$ cat src/rtl/lcd_cmd_sequencer.sv
// lcd_cmd_sequencer: 8080-bus TFT driver playing the panel init script or a single-cell colour fill; LCD_RST_PIN_EN adds lcd_rst_n.
// Latency: first write strobe one cycle after the request edge, 2 cycles per byte, cmd_done one cycle after the last byte.
// No backpressure: requests are level-held; dropping the active one ends the sequence after the current byte.
module lcd_cmd_sequencer #(
  parameter int CELL_PX   = 8,
  parameter int RESET_DLY = 150000,
  parameter int SLEEP_DLY = 1200000,
  parameter int HWRST_DLY = 100
) (
  input  logic        clk,
  input  logic        rst,
  input  logic        init_cycle,
  input  logic        en_update,
  input  logic [7:0]  cell_x,
  input  logic [7:0]  cell_y,
  input  logic [15:0] cell_color,
  output logic        cmd_done,
  output logic        busy,
  output logic        lcd_cs_n,
  output logic        lcd_wr_n,
  output logic        lcd_dc,
  output logic [7:0]  lcd_data
`ifdef LCD_RST_PIN_EN
  ,
  output logic        lcd_rst_n
`endif
);

  typedef enum logic [2:0] {
    IDLE,
    INIT_BYTE,
    INIT_DELAY,
    UPD_BYTE,
    UPD_PIXEL,
    DONE
  } state_t;

  // Delay stages inside INIT_DELAY
  localparam logic [1:0] ST_HW_LO  = 2'd0;
  localparam logic [1:0] ST_HW_REC = 2'd1;
  localparam logic [1:0] ST_RESET  = 2'd2;
  localparam logic [1:0] ST_SLEEP  = 2'd3;

  localparam logic [3:0] INIT_LAST = 4'd6;
  localparam logic [3:0] UPD_LAST  = 4'd10;
  localparam logic [8:0] PIX_LAST  = 9'(CELL_PX * CELL_PX - 1);

  state_t      state, state_nx;
  logic [3:0]  idx, idx_nx;
  logic        phase, phase_nx;
  logic [1:0]  stage, stage_nx;
  logic [31:0] dly_cnt, dly_cnt_nx;
  logic [31:0] dly_end;
  logic [8:0]  pix, pix_nx;
  logic        pbyte, pbyte_nx;
  logic        abort, abort_nx;
  logic        req_act;
  logic [7:0]  lat_x, lat_y;
  logic [15:0] lat_color;
  logic [15:0] x0, x1, y0, y1;
  logic [8:0]  init_dat, upd_dat;

  assign x0 = 16'(lat_x) * 16'(CELL_PX);
  assign y0 = 16'(lat_y) * 16'(CELL_PX);
  assign x1 = x0 + 16'(CELL_PX - 1);
  assign y1 = y0 + 16'(CELL_PX - 1);

  assign req_act = (state == INIT_BYTE || state == INIT_DELAY) ? init_cycle : en_update;

  always_comb begin
    dly_end = 32'(SLEEP_DLY - 1);
    case (stage)
      ST_HW_LO, ST_HW_REC: dly_end = 32'(HWRST_DLY - 1);
      ST_RESET:            dly_end = 32'(RESET_DLY - 1);
      default:             dly_end = 32'(SLEEP_DLY - 1);
    endcase
  end

  // {dc, data} of the init script
  always_comb begin
    init_dat = 9'h029;
    case (idx)
      4'd0:    init_dat = 9'h001;
      4'd1:    init_dat = 9'h011;
      4'd2:    init_dat = 9'h03A;
      4'd3:    init_dat = 9'h155;
      4'd4:    init_dat = 9'h036;
      4'd5:    init_dat = 9'h108;
      default: init_dat = 9'h029;
    endcase
  end

  // {dc, data} of the address-window header
  always_comb begin
    upd_dat = 9'h02C;
    case (idx)
      4'd0:    upd_dat = 9'h02A;
      4'd1:    upd_dat = {1'b1, x0[15:8]};
      4'd2:    upd_dat = {1'b1, x0[7:0]};
      4'd3:    upd_dat = {1'b1, x1[15:8]};
      4'd4:    upd_dat = {1'b1, x1[7:0]};
      4'd5:    upd_dat = 9'h02B;
      4'd6:    upd_dat = {1'b1, y0[15:8]};
      4'd7:    upd_dat = {1'b1, y0[7:0]};
      4'd8:    upd_dat = {1'b1, y1[15:8]};
      4'd9:    upd_dat = {1'b1, y1[7:0]};
      default: upd_dat = 9'h02C;
    endcase
  end

  always_comb begin
    state_nx   = state;
    idx_nx     = idx;
    phase_nx   = phase;
    stage_nx   = stage;
    dly_cnt_nx = dly_cnt;
    pix_nx     = pix;
    pbyte_nx   = pbyte;
    abort_nx   = abort;
    case (state)
      IDLE: begin
        idx_nx     = '0;
        phase_nx   = 1'b0;
        pix_nx     = '0;
        pbyte_nx   = 1'b0;
        abort_nx   = 1'b0;
        dly_cnt_nx = '0;
        if (init_cycle) begin
`ifdef LCD_RST_PIN_EN
          state_nx = INIT_DELAY;
          stage_nx = ST_HW_LO;
`else
          state_nx = INIT_BYTE;
`endif
        end else if (en_update) begin
          state_nx = UPD_BYTE;
        end
      end
      INIT_BYTE, UPD_BYTE, UPD_PIXEL: begin
        if (!phase) begin
          // A drop seen during phase L still lets phase H complete
          phase_nx = 1'b1;
          abort_nx = !req_act;
        end else begin
          phase_nx = 1'b0;
          if (abort || !req_act) begin
            state_nx = IDLE;
          end else if (state == INIT_BYTE) begin
            if (idx == 4'd0) begin
              state_nx   = INIT_DELAY;
              stage_nx   = ST_RESET;
              dly_cnt_nx = '0;
            end else if (idx == 4'd1) begin
              state_nx   = INIT_DELAY;
              stage_nx   = ST_SLEEP;
              dly_cnt_nx = '0;
            end else if (idx == INIT_LAST) begin
              state_nx = DONE;
            end else begin
              idx_nx = idx + 4'd1;
            end
          end else if (state == UPD_BYTE) begin
            if (idx == UPD_LAST) state_nx = UPD_PIXEL;
            else                 idx_nx   = idx + 4'd1;
          end else begin
            pbyte_nx = !pbyte;
            if (pbyte) begin
              if (pix == PIX_LAST) state_nx = DONE;
              else                 pix_nx   = pix + 9'd1;
            end
          end
        end
      end
      INIT_DELAY: begin
        dly_cnt_nx = dly_cnt + 32'd1;
        if (!init_cycle) begin
          state_nx = IDLE;
        end else if (dly_cnt == dly_end) begin
          dly_cnt_nx = '0;
          case (stage)
            ST_HW_LO:  stage_nx = ST_HW_REC;
            ST_HW_REC: state_nx = INIT_BYTE;
            ST_RESET: begin
              state_nx = INIT_BYTE;
              idx_nx   = 4'd1;
            end
            default: begin
              state_nx = INIT_BYTE;
              idx_nx   = 4'd2;
            end
          endcase
        end
      end
      DONE:    state_nx = IDLE;
      default: state_nx = IDLE;
    endcase
  end

  always_ff @(posedge clk) begin
    if (rst) begin
      state   <= IDLE;
      idx     <= '0;
      phase   <= 1'b0;
      stage   <= ST_RESET;
      dly_cnt <= '0;
      pix     <= '0;
      pbyte   <= 1'b0;
      abort   <= 1'b0;
    end else begin
      state   <= state_nx;
      idx     <= idx_nx;
      phase   <= phase_nx;
      stage   <= stage_nx;
      dly_cnt <= dly_cnt_nx;
      pix     <= pix_nx;
      pbyte   <= pbyte_nx;
      abort   <= abort_nx;
    end
  end

  // Cell geometry and colour are frozen at the start edge
  always_ff @(posedge clk) begin
    if (state == IDLE) begin
      lat_x     <= cell_x;
      lat_y     <= cell_y;
      lat_color <= cell_color;
    end
  end

  always_comb begin
    cmd_done = (state == DONE);
    busy     = 1'b0;
    lcd_cs_n = 1'b1;
    lcd_wr_n = 1'b1;
    lcd_dc   = 1'b1;
    lcd_data = '0;
    case (state)
      INIT_BYTE, INIT_DELAY: begin
        busy     = 1'b1;
        lcd_cs_n = 1'b0;
        lcd_wr_n = (state == INIT_DELAY) || phase;
        // The hardware-reset stages precede any byte, so the bus stays at rest
        if (!(state == INIT_DELAY && !stage[1])) begin
          {lcd_dc, lcd_data} = init_dat;
        end
      end
      UPD_BYTE: begin
        busy               = 1'b1;
        lcd_cs_n           = 1'b0;
        lcd_wr_n           = phase;
        {lcd_dc, lcd_data} = upd_dat;
      end
      UPD_PIXEL: begin
        busy     = 1'b1;
        lcd_cs_n = 1'b0;
        lcd_wr_n = phase;
        lcd_dc   = 1'b1;
        lcd_data = pbyte ? lat_color[7:0] : lat_color[15:8];
      end
      default: ;
    endcase
  end

`ifdef LCD_RST_PIN_EN
  assign lcd_rst_n = !(state == INIT_DELAY && stage == ST_HW_LO);
`endif

endmodule
$ cat config.mk
export PLATFORM = sky130hd
export DESIGN_NAME = lcd_cmd_sequencer
export DESIGN_NICKNAME = d
export VERILOG_FILES = /design/src/rtl/lcd_cmd_sequencer.sv
export SDC_FILE = /design/constraint.sdc
export NUM_CORES = 1
export LEC_CHECK = 0
export BUFFER_PORTS_ARGS = -buffer_cell sky130_fd_sc_hd__buf_4
export CORE_ASPECT_RATIO = 0.9
export CORE_UTILIZATION = 60
export DETAILED_ROUTE_END_ITERATION = 8
export PLACE_DENSITY = 0.82
export SLEW_MARGIN = 20
export SYNTH_ARGS = -nofsm -noshare
export SYNTH_HDL_FRONTEND = slang
export SYNTH_SLANG_ARGS = --single-unit
export TNS_END_PERCENT = 30
$ cat constraint.sdc
create_clock -name clk -period 5.29 [get_ports clk]
set_input_delay 0.529 -clock clk [delete_from_list [all_inputs] [get_ports clk]]
set_output_delay 0.529 -clock clk [all_outputs]
set_load 0.005 [all_outputs]
**Word level (Yosys, flattened, before mapping)**

Index checks and enable logic that the tools add are counted.

- Equal/unequal tests: 44
- Reduce and logical (&&, ||, !) cells: 25
- $add $sub $neg: 5
- Multiplexer cells: 73

Operators with widths:

| cell | count |
|---|---|
| 32-bit two-way mux | 7 |
| 32-bit one-hot mux with 3 select lines | 1 |
| 9-bit one-hot mux with 10 select lines | 1 |
| 9-bit two-way mux | 6 |
| 9-bit one-hot mux with 6 select lines | 1 |
| 3-bit two-way mux | 15 |
| 21-bit one-hot mux with 2 select lines | 1 |
| 4-bit two-way mux | 10 |
| 32-bit by 1-bit adder with 32-bit output, second input constant | 1 |
| 32-bit equality test | 1 |
| 3-bit inequality test, second input constant | 9 |
| 11-bit by 3-bit adder with 12-bit output, second input constant | 2 |
| 8-bit one-hot mux with 3 select lines | 1 |
| 2-bit inequality test, second input constant | 11 |
| 9-bit one-hot mux with 2 select lines | 1 |
| 4-bit by 3-bit equality test with 1-bit output, second input constant | 4 |
| 2-bit two-way mux | 8 |
| 8-bit two-way mux | 2 |
| 8-bit AND reduction | 2 |
| 5-bit inequality test, second input constant | 3 |
| 4-bit equality test, second input constant | 3 |
| 4-bit one-hot mux with 3 select lines | 1 |
| 11-bit AND reduction | 1 |
| 1-bit two-way mux | 10 |
| 30 further kinds | 45 |

- Register bits: 85
- Input bits: 36
- Output and inout bits: 13
- Logic and storage cells: 158

**Logic depth before layout (Yosys ltp)**

Gate-level depths: netlist of run 1.

- Depth after elaboration: 8
- Gate-level depth with buffers: 10
- Gate-level depth less buffers: 8

**Worst setup path before layout of run 1**

OpenSTA, ideal clock, no wires.

- Path kind: reg2reg
- Start point: register state[2]
- End point: register pix[0]
- Data arrival time: 3.656 ns
- Data required time: 5.164 ns
- Setup time: 0.126 ns
- Period minus slack after synthesis: 3.782 ns
- Path buffers: 3
- Path slack: 1.508 ns
- Stages on the path, launching flop included: 7
- Cell sequence: dfxtp_1 buf_2 buf_1 nor3_1 or2_2 clkbuf_1 nor2_1

- Longest elaborated chain between the ends: 7
- Elaborated cells between the ends (all ways): 19
- Those cells by class: 10 x eq/ne; 2 x mux; 7 x reduce/logical

RTL lines:

| what | RTL line | source |
|---|---|---|
| start: declaration | 48 | `state_t state, state_nx;` |
| start signal: assignment | 210 | `state <= state_nx;` |
| 3-bit by 1-bit equality test with 1-bit output / 3-bit by 2-bit equality test with 1-bit output (equally long branches) | 68, 120, 148 |  |
| 1-bit logical OR | 68 | `assign req_act = (state == INIT_BYTE \|\| state == INIT_DELAY) ? init_cycle : en_update;` |
| 1-bit two-way mux | 68 |  |
| 1-bit logical NOT | 146 | `if (abort \|\| !req_act) begin` |
| 1-bit logical OR | 146 |  |
| 2-bit inequality test (no source line) | -- |  |
| 7-bit AND reduction (no source line) | -- |  |
| end signal: assignment | 215 | `pix <= pix_nx;` |
| end: declaration | 54 | `logic [8:0] pix, pix_nx;` |

Several ways; a longest one is shown, not always the timed one.
A chain may end at the register's enable or synchronous reset.

**Worst setup path after layout of run 1**

- Start point: register idx[0]
- End point: output lcd_dc

- Longest elaborated chain between the ends: 4
- Elaborated cells between the ends (all ways): 14
- Those cells by class: 9 x eq/ne; 4 x mux; 1 x reduce/logical

RTL lines:

| what | RTL line | source |
|---|---|---|
| start: declaration | 49 | `logic [3:0] idx, idx_nx;` |
| start signal: assignment | 211 | `idx <= idx_nx;` |
| 4-bit by 3-bit equality test with 1-bit output, or another cell as far along | 82, 96 |  |
| 9-bit one-hot mux with 6 select lines | 82 | `case (idx)` |
| 1-bit two-way mux | 243 | `if (!(state == INIT_DELAY && !stage[1])) begin` |
| 1-bit one-hot mux with 2 select lines * | 237 | `case (state)` |
| end: declaration | 21 | `output logic lcd_dc,` |

Mark *: on every way between the ends. The rest lies on a longest branch, timed or not.

==> flow_summary.toml, run 1 <==
[die]
die_y_um = 87.99
num_rows = 30
dieArea_um2 = 8583
pin_count = 49
core_area_um2 = 7732
fp.dieW_um = 97.55
start_util_pct = 63.75

[place]
hpwl_um = 8099
dpl_cell_area_um2 = 5249
gp_congestion = 0.8726
io_buffers = 48

[sta]
setup_viol = 0
clock.fmax_mhz = 297.2
fin_crit_ns = 3.364
slew_headroom_pct = 29.77
hold_viol_final = 0
final.period_utilization_pct = 63.60
worstMarginPinSlew_ns = 1.053
slew_viol_final = 0
fin_skew_ns = 0.01498
grt_setup_unrepaired = "false"
fin_setup_tns_ns = 0

[grt]
antenna_found_initial = 0
grt_pass1_wl_um = 19180
grt_pass1_vias = 3944
overflow = 0
grtUsageTotal_pct = 27.84
grt_max_degree = 54

[routing]
num_vias = 4284
drc = 0
drt_pass1_iterations = 5
drt_iter0_drc = 432
via_per_inst = 6.394
ant_nets = 0
wirelength_um = 11630
wl_per_cell_um = 17.36

[hold_path]
hp-class = "input pin to register"

[power_and_ir_drop]
p_leak_nw = 1.881
powerDensity_nw_per_um2 = 440.5
max-vdd-ir-drop_mv = 0.2603

[synth]
ys_ff_latch = 85
syn_area_um2 = 4930
synth_cell_types = 72
ys.flop_type = "dfxtp_1"
async_flop_share_pct = 0
synth.top_cell.area_share_pct = 21.52
seq_area_frac_synth_pct = 41.02
yosys-top-cells-area = "dfxtp_1, edfxtp_1, nor3_1"
synthCells = 549
syn_nets = 591
synth.largest_area_cell = "dfxtp_1"
synth-edff-count = 32
synth_area_per_cell_um2 = 8.979
yosysWarnings = 0

[final_layout]
antenna_cells = 0
final_nets = 611
final_common_cell = "dfxtp_1"
drive_above_1_share_pct = 16.38
final_cell_mix = "dfxtp_1, buf_4, nor2_1, nand2_1, nor3_1"
finish.utilization_pct = 71.21
final_area_um2 = 5507
areaGrowthSynthToFinish_pct = 11.70

[clocking]
clock_sink_count = 85
cts_setup_buffers = 0
h-tree-depth = 3
cts-root-buf = "clkbuf_8"
cts.reportedPaths.clkPinSlew_ns = 0.09
cts_tree = "done"
cts_hold_buf = 0
cts_buffer_depth = 2
cts_made_buffers = 9
insertion_delay_ns = 0.37
cts_resized = 0

[critical_path]
end_kind = "primary output"
cp_data_arrival_time_ns = 2.84
worstPathMaxFanout = 12
critPathKind = "register to primary output"
startpoint_type = "register"
worstPathRequired_ns = 4.76

[outcome]
outcome = "finished clean"

[flow_run]
max-cap-violations = 0
## critical path, cell delays in order, from the launching register on
cell and delay, ns:
dfxtp_1 0.41, inv_1 0.11, ha_1 0.35, nand2_1 0.21, a21oi_1 0.25, or4_1 0.60
o22a_1 0.19, o22ai_1 0.12, nand2_1 0.09, buf_4 0.15
## metrics by stage
step                setup WS, ns  power (mW)  hold slack (ns)  cells
finish                     1.926       2.425           0.3350    670
global route               1.760       2.563           0.3213    670
CTS                        1.964       2.412           0.3324    670
detailed placement         2.196       1.838           0.4912    654
global placement           2.337       1.811           0.4733    654
floorplan                  1.508       1.596           0.4652    549
## cells by family after synthesis
kind of cell	after synthesis	share of synthesized area (%)
buf+inv	53	4.594
mux	15	3.172
compound gates	104	14.62
xor+xnor	36	6.396
flops	85	41.02
fa+ha+maj	6	1.523
simple gates	250	28.68
## cells in the mapped netlist (6+ instances only)
cell type  count
a21oi_1       29
a22oi_1        6
buf_2         15
clkbuf_1      19
dfxtp_1       53
edfxtp_1      32
ha_1           6
inv_1         10
mux2i_1       13
nand2_1       41
nand2b_1      11
nand3_1       26
nand4_1       18
nor2_1        43
nor2b_1       10
nor3_1        41
nor4_1         7
nor4_2         8
o21ai_0       10
o22ai_1        8
xnor2_1       20
xor2_1        16
## cell type report
type	instances	area, um^2
clock buffer	9	123.9
timing repair buffer	50	375.4
inverter	12	45.04
sequential	85	2022
tap	96	120.1
clock inverter	7	126.4
fill	574	2226
multi-input combinational	411	2694
## state kept, by name, indices dropped and copies added, names as in the netlist
name / cells
abort: 1
dly_cnt: 32
idx: 4
lat_color: 16
lat_x: 8
lat_y: 8
pbyte: 1
phase: 1
pix: 9
stage: 2
state: 3
## path summary, 6_finish.rpt
path	from	endpoint	slack (ns)	cells past startpoint
max	idx[0]$_SDFFE_PP0P_	lcd_dc	1.93	9
min	cell_y[0]	lat_y[0]$_DFFE_PP_	0.34	1
max reg2reg	idx[0]$_SDFFE_PP0P_	dly_cnt[19]$_SDFFE_PP0P_	2.43	7
min reg2reg	dly_cnt[0]$_SDFFE_PP0P_	dly_cnt[0]$_SDFFE_PP0P_	0.51	2
## report_power, final
part           total, mW  switching [mW]  internal [mW]
sequential         0.949          0.0960          0.853
combinational      0.897           0.564          0.333
clock              0.580           0.259          0.320
total               2.43           0.920           1.51
## metal layers
| metal | GRT usage, % | up-vias | part of all wire [%] |
|---|---|---|---|
| li1 | - | 2064 | - |
| met1 | 39.10 | 2025 | 45 |
| met3 | 6.225 | 12 | 7.3 |
| met2 | 43.93 | 183 | 47 |
| met5 | 0 | - | 0 |
| met4 | 6.952 | 0 | 0.89 |
Power figures use the tool's default switching activity.
==> run 2: changes to the inputs <==
CORE_UTILIZATION = 54   (was 60)
PLACE_DENSITY = 0.78   (was 0.82)
clock period = 2.75 ns   (was 5.29 ns; I/O delays follow)
==> run 2 against run 1 <==
Net effect:
- critical path type unchanged
- clock power up 76%
- non-clock buffer count rose by 22
- critical path depth fell by 1
- register-to-register slack worse by 2.1 ns
- core utilization is 5.5 points lower
- global-route usage shrank 1.9 points
- cell count increased by 6.7%
- setup slack got worse by 1.8 ns
- die area up 11%
- count of clock-buffer cells in the layout unchanged
- sequential power rose by 89%
- cell area up 4.1%
- largest cell class unchanged
==> flow_summary.toml, run 2 (synthesis results as in run 1) <==
[final_layout]
final_common_cell = "buf_4"
final-seq-area_um2 = 2028
final_cell_mix = "buf_4, dfxtp_1, nor2_1, nand2_1, nor3_1"
top_regs = "dly_cnt: 32 flops, lat_color: 16 flops, pix: 9 flops"
multi_input_comb_area_um2 = 2743
drive_above_1_share_pct = 21.64
final_area_um2 = 5734
fin_cells = 715
antenna_cells = 0
final_nets = 633
largest_register_ffs = 32
top_register = "dly_cnt"
areaGrowthSynthToFinish_pct = 16.32
nFillCells = 710

[sta]
worstMarginPinSlew_ns = 0.6075
hold_ws_ns = 0.07001
clock.fmax_mhz = 376.7
slew_viol_final = 0
setup_viol = 0
slew_headroom_pct = 59.16
final.period_utilization_pct = 96.53
fin_setup_tns_ns = 0
fin_crit_ns = 2.655
hold_viol_final = 0
fin_skew_ns = 0.01127

[die]
start_util_pct = 56.48
core_area_um2 = 8728
pin_count = 49
num_rows = 32
die_y_um = 92.65
dieArea_um2 = 9516
fp.dieW_um = 102.7

[clocking]
cts_buffer_depth = 2
cts-root-buf = "clkbuf_8"
cts_tree = "done"
cts.reportedPaths.clkPinSlew_ns = 0.09
insertion_delay_ns = 0.37
h-tree-depth = 3
clock_sink_count = 85
cts_made_buffers = 9

[place]
io_buffers = 48
hpwl_um = 8288
dp_cells = 697
dpl_cell_area_um2 = 5434
gp_congestion = 0.9111

[outcome]
outcome = "finished clean"

[critical_path]
worstPathMaxFanout = 5
r2r_cells = 7
worstPathRequired_ns = 2.48
ff2ff_setup_slack_ns = 0.38
end_kind = "primary output"
crit_buf_inv = 1
cpMaxStageDelayCell = "or4_4"
timing.rr.start = "dly_cnt[0]$_SDFFE_PP0P_"
critPathMaxStageDelay_ns = 0.48
crit_cells = 8
r2r-end = "stage[1]$_SDFFE_PP1P_"
critPathTopFamily = "simple AND/OR/NAND/NOR gates"
cp_data_arrival_time_ns = 2.38
startpoint_type = "register"
path_cells = "ha_2 > nor2b_2 > a22o_2 > or4_4 > o22a_1 > o22ai_1 > nand2_1 > buf_4"
critPathKind = "register to primary output"

[power_and_ir_drop]
combPwrFrac_pct = 41.2
switching_share_pct = 37.91
powerDensity_nw_per_um2 = 832.7
max-vdd-ir-drop_mv = 0.6360
p_total_mw = 4.775
clockPowerShare_pct = 21.3
internal_power_mw = 2.965
switchingPower_mw = 1.810
p_leak_nw = 1.983
seq_power_share_pct = 37.5

[routing]
drt_iter0_drc = 379
drc = 0
ant_nets = 0
wirelength_um = 11550
wl_per_cell_um = 16.15
drt_pass1_iterations = 5
num_vias = 4332
via_per_inst = 6.059

[hold_path]
whs_path_depth = 1
hp-class = "input pin to register"
hp-start = "cell_x[4]"
min_to = "lat_x[4]$_DFFE_PP_"

[grt]
grt_max_degree = 54
overflow = 0
grt_pass1_vias = 3963
antenna_found_initial = 0
grtUsageTotal_pct = 25.93
grt_pass1_wl_um = 19150

[flow_run]
max-cap-violations = 0
run 2: cell count changes in the layout (fill, tap and decap cells not counted), moves of 3 or more:
cell / before / now
dfxtp_1: 53 / 50
buf_4: 50 / 72
ha_1: 6 / 2
ha_4: 0 / 3
run 2: worst register-to-register path, cell delays in order (launching register included):
cell and delay (ns):
dfxtp_1 0.39, ha_1 0.29, nor4b_1 0.30, nand4_1 0.20, nor3_1 0.18, nand3_1 0.28
a21boi_0 0.42, mux2i_1 0.25
run 2: layer usage:
| metal | up-vias | part of all wire, % | GRT usage, % |
|---|---|---|---|
| met3 | 16 | 5.8 | 5.585 |
| li1 | 2125 | - | - |
| met4 | 0 | 1.3 | 8.095 |
| met5 | - | 0 | 0 |
| met1 | 2051 | 48 | 36.67 |
| met2 | 140 | 45 | 39.28 |
run 2: timing repair:
action / CTS / global route
setup endpoints to repair: 1 / 2
hold buffers: 0 / 0
resized for setup: 5 / 13
setup buffers: 0 / 2
pin swaps: 0 / 1
run 2: stage by stage:
step,util [%],worst slack [ns]
final,65.70,0.09536
after global routing,65.70,-0.01642
after CTS,64.99,0.005954
after detailed placement,62.26,0.2347
after global placement,62.26,0.3698
after floorplan,-,0.01990
run 2: how the worst max path moves through the flow:
| stage | endpoint | start |
|---|---|---|
| final | lcd_dc | idx[0]$_SDFFE_PP0P_ |
| after global routing | lcd_dc | idx[3]$_SDFFE_PP0P_ |
| after CTS | lcd_dc | idx[0]$_SDFFE_PP0P_ |
| after detailed placement | idx[1]$_SDFFE_PP0P_ | idx[0]$_SDFFE_PP0P_ |
| after global placement | lcd_dc | idx[0]$_SDFFE_PP0P_ |
| after floorplan | pix[0]$_SDFFE_PP0P_ | state[2]$_SDFFE_PP0P_ |
run 2: area by class of cell:
| class | count | share of cell area (%) |
|---|---|---|
| Clock buffer | 9 | 2.160 |
| Clock inverter | 7 | 1.833 |
| Inverter | 12 | 0.7855 |
| Multi-Input combinational cell | 411 | 47.83 |
| Sequential cell | 85 | 35.37 |
| Tap cell | 119 | 2.597 |
| Timing Repair Buffer | 72 | 9.426 |
run 2: power groups by stage:
stage          clock (mW)  combinational (mW)  sequential [mW]
2_1_floorplan           0                1.31             1.75
3_3_place_gp            0                1.85             1.80
3_5_place_dp            0                1.87             1.81
4_1_cts              1.03                1.89             1.78
5_1_grt              1.09                2.15             1.82
6_report             1.02                1.97             1.79
==> run 3: changes to the inputs <==
BUFFER_PORTS_ARGS = -buffer_cell sky130_fd_sc_hd__buf_2   (was -buffer_cell sky130_fd_sc_hd__buf_4)
==> run 3 against run 2 <==
Net effect:
- cell area down 2.9%
- via count down 0.14%
- sequential power about the same
- clock power down 13%
- combinational power down 5%
- setup slack worse by 0.032 ns
- global-route usage up 0.093 points
- register-to-register slack worse by 0.03 ns
- wire length up 0.88%
- critical path type unchanged
- critical endpoint unchanged
- largest cell class unchanged
- highest routed layer unchanged
==> flow_summary.toml, run 3 (synthesis results as in run 1) <==
[outcome]
outcome = "finished clean"

[routing]
wirelength_um = 11650
drt_iter0_drc = 320
ant_nets = 0
drc = 0
wl_per_cell_um = 16.41
num_vias = 4326
via_per_inst = 6.093
drt_pass1_iterations = 5

[critical_path]
worstPathRequired_ns = 2.48
crit_cells = 8
cpMaxStageDelayCell = "or4_4"
critPathKind = "register to primary output"
cp_data_arrival_time_ns = 2.41
critPathTopFamily = "simple AND/OR/NAND/NOR gates"
r2r_cells = 7
startpoint_type = "register"
critPathMaxStageDelay_ns = 0.48
crit_buf_inv = 1
end_kind = "primary output"
path_cells = "ha_1 > nor2b_2 > a22o_2 > or4_4 > o22a_1 > o22ai_1 > nand2_1 > buf_2"
worstPathMaxFanout = 5

[final_layout]
largest_register_ffs = 32
final_nets = 628
fin_cells = 710
top_regs = "dly_cnt: 32 flops, lat_color: 16 flops, pix: 9 flops"
top_register = "dly_cnt"
drive_above_1_share_pct = 21.15
final-seq-area_um2 = 2031
final_area_um2 = 5565
final_cell_mix = "dfxtp_1, buf_2, nor2_1, nand2_1, nor3_1"
nFillCells = 768
areaGrowthSynthToFinish_pct = 12.89
multi_input_comb_area_um2 = 2740
antenna_cells = 0

[die]
pin_count = 49
core_area_um2 = 8728
dieArea_um2 = 9516
num_rows = 32
start_util_pct = 56.48
die_y_um = 92.65
fp.dieW_um = 102.7

[clocking]
h-tree-depth = 3
cts_made_buffers = 9
cts_buffer_depth = 2
cts_tree = "done"
cts-root-buf = "clkbuf_8"
insertion_delay_ns = 0.37
cts.reportedPaths.clkPinSlew_ns = 0.10
clock_sink_count = 85

[place]
gp_congestion = 0.8649
dpl_cell_area_um2 = 5296
io_buffers = 48
dp_cells = 693
hpwl_um = 8207

[grt]
grt_pass1_wl_um = 19240
grt_pass1_vias = 3980
grt_max_degree = 54
antenna_found_initial = 0
overflow = 0
grtUsageTotal_pct = 26.02

[sta]
slew_viol_final = 0
fin_crit_ns = 2.687
fin_skew_ns = 0.01167
hold_viol_final = 0
final.period_utilization_pct = 97.70
slew_headroom_pct = 34.48
clock.fmax_mhz = 372.2
setup_viol = 0
worstMarginPinSlew_ns = 0.9828

[power_and_ir_drop]
p_leak_nw = 1.923
powerDensity_nw_per_um2 = 819.5
max-vdd-ir-drop_mv = 0.4894

[hold_path]
whs_path_depth = 1
hp-class = "input pin to register"

[flow_run]
max-cap-violations = 0
[run 3: final cells by class]
| type | count | share of cell area (%) |
|---|---|---|
| multi-input cells | 411 | 49.24 |
| well taps | 119 | 2.675 |
| repair buffers | 67 | 7.104 |
| clock inverters | 7 | 1.461 |
| clock buffers | 9 | 2.226 |
| inverters | 12 | 0.8094 |
| flip-flops and latches | 85 | 36.49 |
[run 3: where the power goes]
| group | internal, mW | switching [mW] | leakage, nW |
|---|---|---|---|
| sequential | 1.64 | 0.165 | 0.751 |
| combinational | 0.725 | 1.15 | 1.07 |
| clock | 0.360 | 0.523 | 0.103 |
[run 3: what timing repair did]
action | CTS | global route
setup endpoints to repair | 1 | 2
hold buffers | 0 | 0
setup buffers | 1 | 0
pin swaps | 1 | 2
resized for setup | 8 | 11
[run 3: metrics by stage]
step | setup TNS (ns) | hold slack, ns | utilization, % | setup slack (ns) | total power [mW]
finish | 0 | 0.06778 | 63.76 | 0.06323 | 4.561
floorplan | 0 | 0.3739 | - | 0.01990 | 3.065
global route | -0.002170 | 0.04283 | 63.76 | -0.002170 | 4.831
detailed placement | 0 | 0.4531 | 60.68 | 0.2934 | 3.622
global placement | 0 | 0.4511 | 60.68 | 0.3837 | 3.568
CTS | 0 | 0.05048 | 63.49 | 0.007593 | 4.546
[run 3: final timing paths]
check	slack, ns	to	from
max	0.06	lcd_dc	idx[0]$_SDFFE_PP0P_
min	0.07	lat_color[7]$_DFFE_PP_	cell_color[7]
max reg2reg	0.35	stage[1]$_SDFFE_PP1P_	dly_cnt[0]$_SDFFE_PP0P_
min reg2reg	0.51	pix[1]$_SDFFE_PP0P_	pix[1]$_SDFFE_PP0P_
[run 3: per-layer routing]
layer  vias up  global-route usage (%)  routed length, um
met5         -                       0                  0
met4         0                   8.214                189
li1       2099                       -                  -
met2       182                   38.89               5284
met3        18                   6.189                817
met1      2027                   36.87               5361
